### src/rtl/datacache_sa_if.sv
// Bundle of the CPU-side and memory-side handshake signals of datacache_sa.
//   slave  : the cache's view (takes CPU requests, drives memory requests)
//   master : the environment's view (CPU plus line-wide memory)
interface datacache_sa_if #(
  parameter int WORD_SIZE   = 32,
  parameter int ADDR_WIDTH  = 32,
  parameter int BLOCK_WORDS = 4
);
  localparam int LINE_W = BLOCK_WORDS * WORD_SIZE;

  // CPU side
  logic                  req_valid;
  logic                  req_ready;
  logic                  req_we;
  logic [ADDR_WIDTH-1:0] req_addr;
  logic [WORD_SIZE-1:0]  req_wdata;
  logic                  resp_valid;
  logic [WORD_SIZE-1:0]  resp_rdata;
  logic                  hit;
  logic                  flush;
  logic                  flush_done;
  // memory side
  logic                  mem_req;
  logic                  mem_we;
  logic [ADDR_WIDTH-1:0] mem_addr;
  logic [LINE_W-1:0]     mem_wdata;
  logic [LINE_W-1:0]     mem_rdata;
  logic                  mem_ack;

  modport slave (
    input  req_valid, req_we, req_addr, req_wdata, flush, mem_rdata, mem_ack,
    output req_ready, resp_valid, resp_rdata, hit, flush_done,
           mem_req, mem_we, mem_addr, mem_wdata
  );

  modport master (
    output req_valid, req_we, req_addr, req_wdata, flush, mem_rdata, mem_ack,
    input  req_ready, resp_valid, resp_rdata, hit, flush_done,
           mem_req, mem_we, mem_addr, mem_wdata
  );
endinterface

### src/rtl/datacache_sa.sv
// datacache_sa: set-associative (1 or 2 ways), write-back, write-allocate data
// cache with true-LRU replacement and a clocked flush engine.
//   clk, rst_n : clock, synchronous active-low reset
//   bus        : datacache_sa_if.slave
//     req_valid/req_ready/req_we/req_addr/req_wdata : CPU request
//     resp_valid/resp_rdata/hit                      : CPU response (1-cycle pulse)
//     flush/flush_done                               : write back all dirty lines
//     mem_req/mem_we/mem_addr/mem_wdata/mem_rdata/mem_ack : line-wide memory port
// SETS and BLOCK_WORDS must be powers of two and at least 2.

// Tag compare for one way of the addressed set.
module datacache_sa_way #(
  parameter int TAG_W = 25
) (
  input  logic             valid,
  input  logic [TAG_W-1:0] tag_stored,
  input  logic [TAG_W-1:0] tag_req,
  output logic             hit
);
  assign hit = valid && (tag_stored == tag_req);
endmodule

module datacache_sa #(
  parameter int WORD_SIZE   = 32,
  parameter int ADDR_WIDTH  = 32,
  parameter int WAYS        = 2,
  parameter int SETS        = 8,
  parameter int BLOCK_WORDS = 4
) (
  input  logic          clk,
  input  logic          rst_n,
  datacache_sa_if.slave bus
);
  localparam int OFF_W  = $clog2(BLOCK_WORDS);
  localparam int IDX_W  = $clog2(SETS);
  localparam int TAG_W  = ADDR_WIDTH - IDX_W - OFF_W - 2;
  localparam int WAY_W  = (WAYS > 1) ? $clog2(WAYS) : 1;
  localparam int LINE_W = BLOCK_WORDS * WORD_SIZE;

  typedef enum logic [2:0] {
    S_IDLE, S_LOOKUP, S_WB, S_FILL, S_FSCAN, S_FWB
  } state_t;

  typedef struct packed {
    logic                 we;
    logic [TAG_W-1:0]     tag;
    logic [IDX_W-1:0]     idx;
    logic [OFF_W-1:0]     off;
    logic [WORD_SIZE-1:0] wdata;
  } req_t;

  state_t                    state;
  req_t                      rq;
  logic [SETS-1:0][WAYS-1:0] valid_q, dirty_q;
  logic [SETS-1:0]           lru_q;          // index of the LRU way
  logic [TAG_W-1:0]          tag_q  [SETS][WAYS];
  logic [LINE_W-1:0]         data_q [SETS][WAYS];
  logic [WAY_W-1:0]          vic_q;
  logic [IDX_W-1:0]          fset_q;
  logic [WAY_W-1:0]          fway_q;

  // Byte offset bits are never used: accesses are whole aligned words.
  logic unused_addr_lsb;
  assign unused_addr_lsb = ^bus.req_addr[1:0];

  function automatic logic [WORD_SIZE-1:0] get_word(logic [LINE_W-1:0] line,
                                                    logic [OFF_W-1:0]  off);
    return line[int'(off)*WORD_SIZE +: WORD_SIZE];
  endfunction

  function automatic logic [LINE_W-1:0] put_word(logic [LINE_W-1:0]    line,
                                                 logic [OFF_W-1:0]     off,
                                                 logic [WORD_SIZE-1:0] w);
    logic [LINE_W-1:0] l;
    l = line;
    l[int'(off)*WORD_SIZE +: WORD_SIZE] = w;
    return l;
  endfunction

  // Per-way tag compare against the latched request
  logic [WAYS-1:0] way_hit;
  for (genvar w = 0; w < WAYS; w++) begin : g_way
    datacache_sa_way #(.TAG_W(TAG_W)) u_way (
      .valid      (valid_q[rq.idx][w]),
      .tag_stored (tag_q[rq.idx][w]),
      .tag_req    (rq.tag),
      .hit        (way_hit[w])
    );
  end

  logic             hit_any;
  logic [WAY_W-1:0] hit_way, vic_way;
  logic             flush_last;
  logic [ADDR_WIDTH-1:0] req_line;

  always_comb begin
    hit_any = |way_hit;
    hit_way = '0;
    for (int w = 0; w < WAYS; w++)
      if (way_hit[w]) hit_way = WAY_W'(w);
    // Lowest-index invalid way wins; otherwise evict the LRU way.
    vic_way = (WAYS > 1) ? WAY_W'(lru_q[rq.idx]) : '0;
    for (int w = WAYS - 1; w >= 0; w--)
      if (!valid_q[rq.idx][w]) vic_way = WAY_W'(w);
  end

  assign req_line   = {rq.tag, rq.idx, {(OFF_W + 2){1'b0}}};
  assign flush_last = (fset_q == IDX_W'(SETS - 1)) && (fway_q == WAY_W'(WAYS - 1));
  assign bus.req_ready = (state == S_IDLE);

  always_ff @(posedge clk) begin
    if (!rst_n) begin
      state          <= S_IDLE;
      rq             <= '0;
      valid_q        <= '0;
      dirty_q        <= '0;
      lru_q          <= '0;
      vic_q          <= '0;
      fset_q         <= '0;
      fway_q         <= '0;
      bus.resp_valid <= 1'b0;
      bus.resp_rdata <= '0;
      bus.hit        <= 1'b0;
      bus.flush_done <= 1'b0;
      bus.mem_req    <= 1'b0;
      bus.mem_we     <= 1'b0;
      bus.mem_addr   <= '0;
      bus.mem_wdata  <= '0;
    end else begin
      bus.resp_valid <= 1'b0;
      bus.flush_done <= 1'b0;
      case (state)
        S_IDLE: begin
          if (bus.flush) begin
            fset_q <= '0;
            fway_q <= '0;
            state  <= S_FSCAN;
          end else if (bus.req_valid) begin
            rq <= '{we:    bus.req_we,
                    tag:   bus.req_addr[ADDR_WIDTH-1 -: TAG_W],
                    idx:   bus.req_addr[OFF_W+2 +: IDX_W],
                    off:   bus.req_addr[2 +: OFF_W],
                    wdata: bus.req_wdata};
            state <= S_LOOKUP;
          end
        end

        S_LOOKUP: begin
          if (hit_any) begin
            if (rq.we) begin
              data_q[rq.idx][hit_way]  <= put_word(data_q[rq.idx][hit_way], rq.off, rq.wdata);
              dirty_q[rq.idx][hit_way] <= 1'b1;
            end else begin
              bus.resp_rdata <= get_word(data_q[rq.idx][hit_way], rq.off);
            end
            lru_q[rq.idx]  <= (WAYS > 1) ? ~hit_way[0] : 1'b0;
            bus.resp_valid <= 1'b1;
            bus.hit        <= 1'b1;
            state          <= S_IDLE;
          end else begin
            vic_q       <= vic_way;
            bus.mem_req <= 1'b1;
            if (valid_q[rq.idx][vic_way] && dirty_q[rq.idx][vic_way]) begin
              bus.mem_we    <= 1'b1;
              bus.mem_addr  <= {tag_q[rq.idx][vic_way], rq.idx, {(OFF_W + 2){1'b0}}};
              bus.mem_wdata <= data_q[rq.idx][vic_way];
              state         <= S_WB;
            end else begin
              bus.mem_we   <= 1'b0;
              bus.mem_addr <= req_line;
              state        <= S_FILL;
            end
          end
        end

        S_WB: begin
          // mem_req stays high; the fill request follows directly.
          if (bus.mem_ack) begin
            dirty_q[rq.idx][vic_q] <= 1'b0;
            bus.mem_we             <= 1'b0;
            bus.mem_addr           <= req_line;
            state                  <= S_FILL;
          end
        end

        S_FILL: begin
          if (bus.mem_ack) begin
            data_q[rq.idx][vic_q]  <= rq.we ? put_word(bus.mem_rdata, rq.off, rq.wdata)
                                            : bus.mem_rdata;
            tag_q[rq.idx][vic_q]   <= rq.tag;
            valid_q[rq.idx][vic_q] <= 1'b1;
            dirty_q[rq.idx][vic_q] <= rq.we;
            lru_q[rq.idx]          <= (WAYS > 1) ? ~vic_q[0] : 1'b0;
            if (!rq.we) bus.resp_rdata <= get_word(bus.mem_rdata, rq.off);
            bus.resp_valid <= 1'b1;
            bus.hit        <= 1'b0;
            bus.mem_req    <= 1'b0;
            state          <= S_IDLE;
          end
        end

        S_FSCAN: begin
          if (valid_q[fset_q][fway_q] && dirty_q[fset_q][fway_q]) begin
            bus.mem_req   <= 1'b1;
            bus.mem_we    <= 1'b1;
            bus.mem_addr  <= {tag_q[fset_q][fway_q], fset_q, {(OFF_W + 2){1'b0}}};
            bus.mem_wdata <= data_q[fset_q][fway_q];
            state         <= S_FWB;
          end else if (flush_last) begin
            bus.flush_done <= 1'b1;
            state          <= S_IDLE;
          end else if (fway_q == WAY_W'(WAYS - 1)) begin
            fway_q <= '0;
            fset_q <= fset_q + 1'b1;
          end else begin
            fway_q <= fway_q + 1'b1;
          end
        end

        S_FWB: begin
          if (bus.mem_ack) begin
            dirty_q[fset_q][fway_q] <= 1'b0;
            bus.mem_req             <= 1'b0;
            bus.mem_we              <= 1'b0;
            if (flush_last) begin
              bus.flush_done <= 1'b1;
              state          <= S_IDLE;
            end else begin
              if (fway_q == WAY_W'(WAYS - 1)) begin
                fway_q <= '0;
                fset_q <= fset_q + 1'b1;
              end else begin
                fway_q <= fway_q + 1'b1;
              end
              state <= S_FSCAN;
            end
          end
        end

        default: state <= S_IDLE;
      endcase
    end
  end
endmodule

### src/flat_wrapper.sv
// flat-port wrapper written by rule: the top's interface ports become plain ports
module datacache_sa_flat 
#(
  parameter int WORD_SIZE   = 32,
  parameter int ADDR_WIDTH  = 32,
  parameter int WAYS        = 2,
  parameter int SETS        = 8,
  parameter int BLOCK_WORDS = 4
)
  (clk, rst_n, bus_req_valid, bus_req_we, bus_req_addr, bus_req_wdata, bus_flush, bus_mem_rdata, bus_mem_ack, bus_req_ready, bus_resp_valid, bus_resp_rdata, bus_hit, bus_flush_done, bus_mem_req, bus_mem_we, bus_mem_addr, bus_mem_wdata);
  datacache_sa_if #(.WORD_SIZE(WORD_SIZE), .ADDR_WIDTH(ADDR_WIDTH), .BLOCK_WORDS(BLOCK_WORDS)) bus_i ();
  input  logic clk;
  input  logic rst_n;
  input wire logic [$bits(bus_i.req_valid)-1:0] bus_req_valid;
  input wire logic [$bits(bus_i.req_we)-1:0] bus_req_we;
  input wire logic [$bits(bus_i.req_addr)-1:0] bus_req_addr;
  input wire logic [$bits(bus_i.req_wdata)-1:0] bus_req_wdata;
  input wire logic [$bits(bus_i.flush)-1:0] bus_flush;
  input wire logic [$bits(bus_i.mem_rdata)-1:0] bus_mem_rdata;
  input wire logic [$bits(bus_i.mem_ack)-1:0] bus_mem_ack;
  output wire logic [$bits(bus_i.req_ready)-1:0] bus_req_ready;
  output wire logic [$bits(bus_i.resp_valid)-1:0] bus_resp_valid;
  output wire logic [$bits(bus_i.resp_rdata)-1:0] bus_resp_rdata;
  output wire logic [$bits(bus_i.hit)-1:0] bus_hit;
  output wire logic [$bits(bus_i.flush_done)-1:0] bus_flush_done;
  output wire logic [$bits(bus_i.mem_req)-1:0] bus_mem_req;
  output wire logic [$bits(bus_i.mem_we)-1:0] bus_mem_we;
  output wire logic [$bits(bus_i.mem_addr)-1:0] bus_mem_addr;
  output wire logic [$bits(bus_i.mem_wdata)-1:0] bus_mem_wdata;
  assign bus_i.req_valid = bus_req_valid;
  assign bus_i.req_we = bus_req_we;
  assign bus_i.req_addr = bus_req_addr;
  assign bus_i.req_wdata = bus_req_wdata;
  assign bus_i.flush = bus_flush;
  assign bus_i.mem_rdata = bus_mem_rdata;
  assign bus_i.mem_ack = bus_mem_ack;
  assign bus_req_ready = bus_i.req_ready;
  assign bus_resp_valid = bus_i.resp_valid;
  assign bus_resp_rdata = bus_i.resp_rdata;
  assign bus_hit = bus_i.hit;
  assign bus_flush_done = bus_i.flush_done;
  assign bus_mem_req = bus_i.mem_req;
  assign bus_mem_we = bus_i.mem_we;
  assign bus_mem_addr = bus_i.mem_addr;
  assign bus_mem_wdata = bus_i.mem_wdata;
  datacache_sa #(.WORD_SIZE(WORD_SIZE), .ADDR_WIDTH(ADDR_WIDTH), .WAYS(WAYS), .SETS(SETS), .BLOCK_WORDS(BLOCK_WORDS)) u_core (.clk(clk), .rst_n(rst_n), .bus(bus_i));
endmodule
### config.mk
export PLATFORM = sky130hd
export DESIGN_NAME = datacache_sa_flat
export DESIGN_NICKNAME = d
export VERILOG_FILES = /design/src/rtl/datacache_sa_if.sv /design/src/rtl/datacache_sa.sv /design/src/flat_wrapper.sv
export SDC_FILE = /design/constraint.sdc
export NUM_CORES = 2
export LEC_CHECK = 0
export ABC_CLOCK_PERIOD_IN_PS = 10300
export BUFFER_PORTS_ARGS = -buffer_cell sky130_fd_sc_hd__buf_2
export CAP_MARGIN = 40
export CORE_MARGIN = 2
export CORE_UTILIZATION = 45
export CTS_CLUSTER_DIAMETER = 200
export DETAILED_ROUTE_END_ITERATION = 12
export PLACE_DENSITY = 0.59
export SYNTH_ARGS = -nofsm -noshare
export SYNTH_HDL_FRONTEND = slang
export SYNTH_HIERARCHICAL = 1
export SYNTH_SLANG_ARGS = --single-unit
### constraint.sdc
create_clock -name clk -period 10.3 [get_ports clk]
set_input_delay 1.545 -clock clk [delete_from_list [all_inputs] [get_ports clk]]
set_output_delay 1.545 -clock clk [all_outputs]
set_load 0.01 [all_outputs]
==> run_results.csv <==
group,metric,value,unit
timing,finalSetupTns,0,ns
clocking,postCtsHoldBufs,0,
timing,hold_viol,0,
power,p_leak,47.34,nW
power,power,0.03197,W
synth,synth.area.top_cells,"edfxtp_1 55%, mux4_2 19%, dfxtp_1 4.6%",
timing,relSlewSlack,28.09,%
synth,yosys.cell_types.count,68,
layout,multi_input_area,0.05147,mm²
synth,synthFlopType,"edfxtp_1",
min_path,hp-start,"u_core/bus.mem_wdata[105]",
synth,postSynth.asyncResetShare,0,%
critical_path,worstPathRequired,11.15,ns
floorplan,die_y,549.6,µm
clocking,htreeDepth,5,
critical_path,path_delay_family,"simple AND/OR/NAND/NOR gates",
global_routing,antenna_found_initial,68,
route,drcViolationCount,0,
floorplan,die_w,549.6,µm
global_routing,track_usage,32.36,%
clocking,clock_path_buffers,4,
global_routing,grt.busiest_layer,"met2",
synth,synth_largest_area_cell,"edfxtp_1",
timing,finalCritPeriodShare,71.99,%
layout,register_area,0.07974,mm²
synth,synth-edff-count,2448,
floorplan,row_count,200,
synth,synth.top_cell.area_share,54.88,%
layout,fin_area,0.1519,mm²
min_path,min_path_type,"reg -> reg",
critical_path,crit_path_max_fanout,33,
route,vias,90880,
route,routed_wl,495400,µm
timing,max_freq,134.9,MHz
critical_path,reg2reg_slack,2.89,ns
power,peakVddDrop,184.1,µV
placement,numPortBuffers,389,
synth,ys_seq_area_share,59.51,%
placement,placed_cell_area,0.1415,mm²
clocking,post-cts-setup-buffers,0,
floorplan,start_util,45.17,%
critical_path,worstSetupStartpointType,"register",
clocking,cts_tree,"done",
power,p_per_area,210.4,mW/mm²
timing,finalMaxSlewViolations,0,
layout,syn_to_final_growth,13.42,%
global_routing,grtUsageMet2,48.18,%
floorplan,ioPinCount,396,
clocking,cts_root_buf,"clkbuf_16",
global_routing,met3_usage,7.522,%
placement,gp_congestion,1.054,
critical_path,critPathBufInv,3,
synth,ys_ff_latch,2758,
global_routing,grt_pass1_vias,88280,
synth,synth_most_common_cell,"edfxtp_1",
timing,period_minus_slack,7.415,ns
layout,fillers,24300,
critical_path,critPathArrivalTime,8.26,ns
route,drtIter0Drc,13570,
global_routing,overflow,0,
job,maxCapViolCount,0,
min_path,whs_path_depth,2,
synth,synth_area,0.1340,mm²
synth,netlist_instances,8704,
critical_path,ff2ff_path_depth,14,
clocking,post_cts_resized,0,
layout,layout-drive-gt1-share,26.81,%
critical_path,cp.depth,14,
global_routing,use_met1,42.18,%
clocking,cts_buffers,310,
timing,fin_skew,0.06653,ns
floorplan,fp.coreArea,0.2965,mm²
route,drtAntennaViolNets,0,
layout,finalNetCount,9139,
route,wire_per_inst,37.56,µm
clocking,cts_sinks,2758,
timing,rsz0062_at_grt,"no",
clocking,clk_pin_slew,0.06,ns
global_routing,grt_max_degree,147,
global_routing,grt_pass1_wl,686300,µm
clocking,clk_latency,0.96,ns
synth,synthTopCellsByCount,"2448 x edfxtp_1, 1106 x mux4_2, 573 x a21oi_1, 559 x clkbuf_1, 554 x mux2i_1",
synth,yosys_warnings,6,
critical_path,regToRegEndpoint,"u_core/bus.resp_rdata[12]",
floorplan,die-area,0.3021,mm²
synth,syn_area_per_cell,15.39,µm²
critical_path,max_stage_delay,0.82,ns
critical_path,path_cells,"buf_4 -> mux4_2 -> nand2_1 -> nand2_1 -> xor2_1 -> nor4_1 -> nand3_1 -> nor4_4 -> buf_4 -> buf_4 -> mux2i_1 -> o21ai_0 -> nand2_1 -> o31ai_1",
timing,finalSetupViolCount,0,
critical_path,critPathKind,"reg -> reg",
critical_path,slowest_stage,"nand2_1",
timing,worstMarginPinSlew,1.079,ns
placement,dp.final_hpwl,292800,µm
critical_path,cp-end-kind,"register",
outcome,status,"finished, final reports clean",
route,drtPass1Iterations,6,
route,avgViaCountPerCell,6.890,
min_path,hold_end,"u_core/bus.mem_wdata[105]",
## how the worst max path moves through the flow
stage	start	to	slack, ns
global placement	register	u_core/data_q[7][83]	2.78
CTS	register	u_core/data_q[7][90]	3.06
floorplan	register	u_core/data_q[0][0]	0.24
global route	register	u_core/data_q[7][90]	2.80
finish	register	u_core/bus.resp_rdata[12]	2.89
detailed placement	register	u_core/data_q[7][76]	3.10
## sequential cells by signal, indices dropped and copies added (netlist names), 16 cells and up, named ones only
name / flops
u_core/data_q: 2048
u_core/tag_q: 400
u_core/bus.mem_wdata: 128
u_core/rq: 35
u_core/bus.resp_rdata: 32
u_core/bus.mem_addr: 28
u_core/req_line: 28
u_core/dirty_q: 16
u_core/valid_q: 16
## logic make-up (layout without fill, tap and decap cells)
family | after synthesis | count (layout) | synth area share, %
DFF | 2758 | 2758 | 59.51
muxes | 1801 | 1801 | 23.92
AOI/OAI and AO/OA | 1775 | 1775 | 8.569
and+or+nand+nor | 1525 | 1525 | 5.218
buffers and inverters | 787 | 1269 | 2.387
xor gates and xnor gates | 50 | 50 | 0.3269
adders and majority gates | 7 | 7 | 0.06538
other | 1 | 67 | 0.002799
## final cells by class
| type | instances | area share, % |
|---|---|---|
| clock inverter | 137 | 1.055 |
| inverter | 14 | 0.04118 |
| multi-input combinational | 5162 | 33.87 |
| sequential | 2758 | 52.49 |
| antenna | 63 | 0.1038 |
| tap | 3939 | 3.244 |
| timing repair buffer | 688 | 3.559 |
| clock buffer | 430 | 5.637 |
## worst register-to-register path: cells and delay by family, from the launching register on
| family | cells | cell delay [ns] |
|---|---|---|
| buffers and inverters | 3 | 2.04 |
| muxes | 2 | 1.05 |
| AOI/OAI and AO/OA | 2 | 1.26 |
| DFF | 1 | 0.78 |
| xor gates and xnor gates | 1 | 0.17 |
| and+or+nand+nor | 6 | 2.05 |
## stage by stage
stage | cells | worst slack (ns) | util, % | hold WS [ns]
final | 13190 | 2.885 | 51.24 | 0.4538
after CTS | 13120 | 3.064 | 51.15 | 0.4566
after detailed placement | 12550 | 3.098 | 47.72 | 0.4438
after global routing | 13160 | 2.801 | 51.21 | 0.4739
after global placement | 12480 | 2.776 | 47.32 | 0.4414
after floorplan | 8707 | 0.2433 | - | 0.4357
## metal layers
layer | share of wire [%] | vias up
met5 | 0.027 | -
met4 | 8.0 | 22
met3 | 11 | 1395
met2 | 44 | 6338
met1 | 36 | 47030
li1 | - | 36100
## cell usage in the layout, fill, tap and decap left out, drive strengths merged, types with 32 or more instances in the layout
master	instances
edfxtp	2448
mux4	1106
buf	683
a21oi	573
mux2i	554
nand2	534
clkbuf	435
a22oi	384
nor2	358
dfxtp	310
nand3	287
o21ai	280
o2111ai	143
mux2	141
and3	131
nand2b	131
o21a	128
clkinv	94
diode	63
o22ai	38
a31oi	34
xor2	32
## power by group
group	switching, W	internal [W]
combinational	0.00503	0.00244
sequential	0.000360	0.0130
clock	0.00467	0.00649
total	0.0101	0.0219
(Power assumes the default switching activity.)
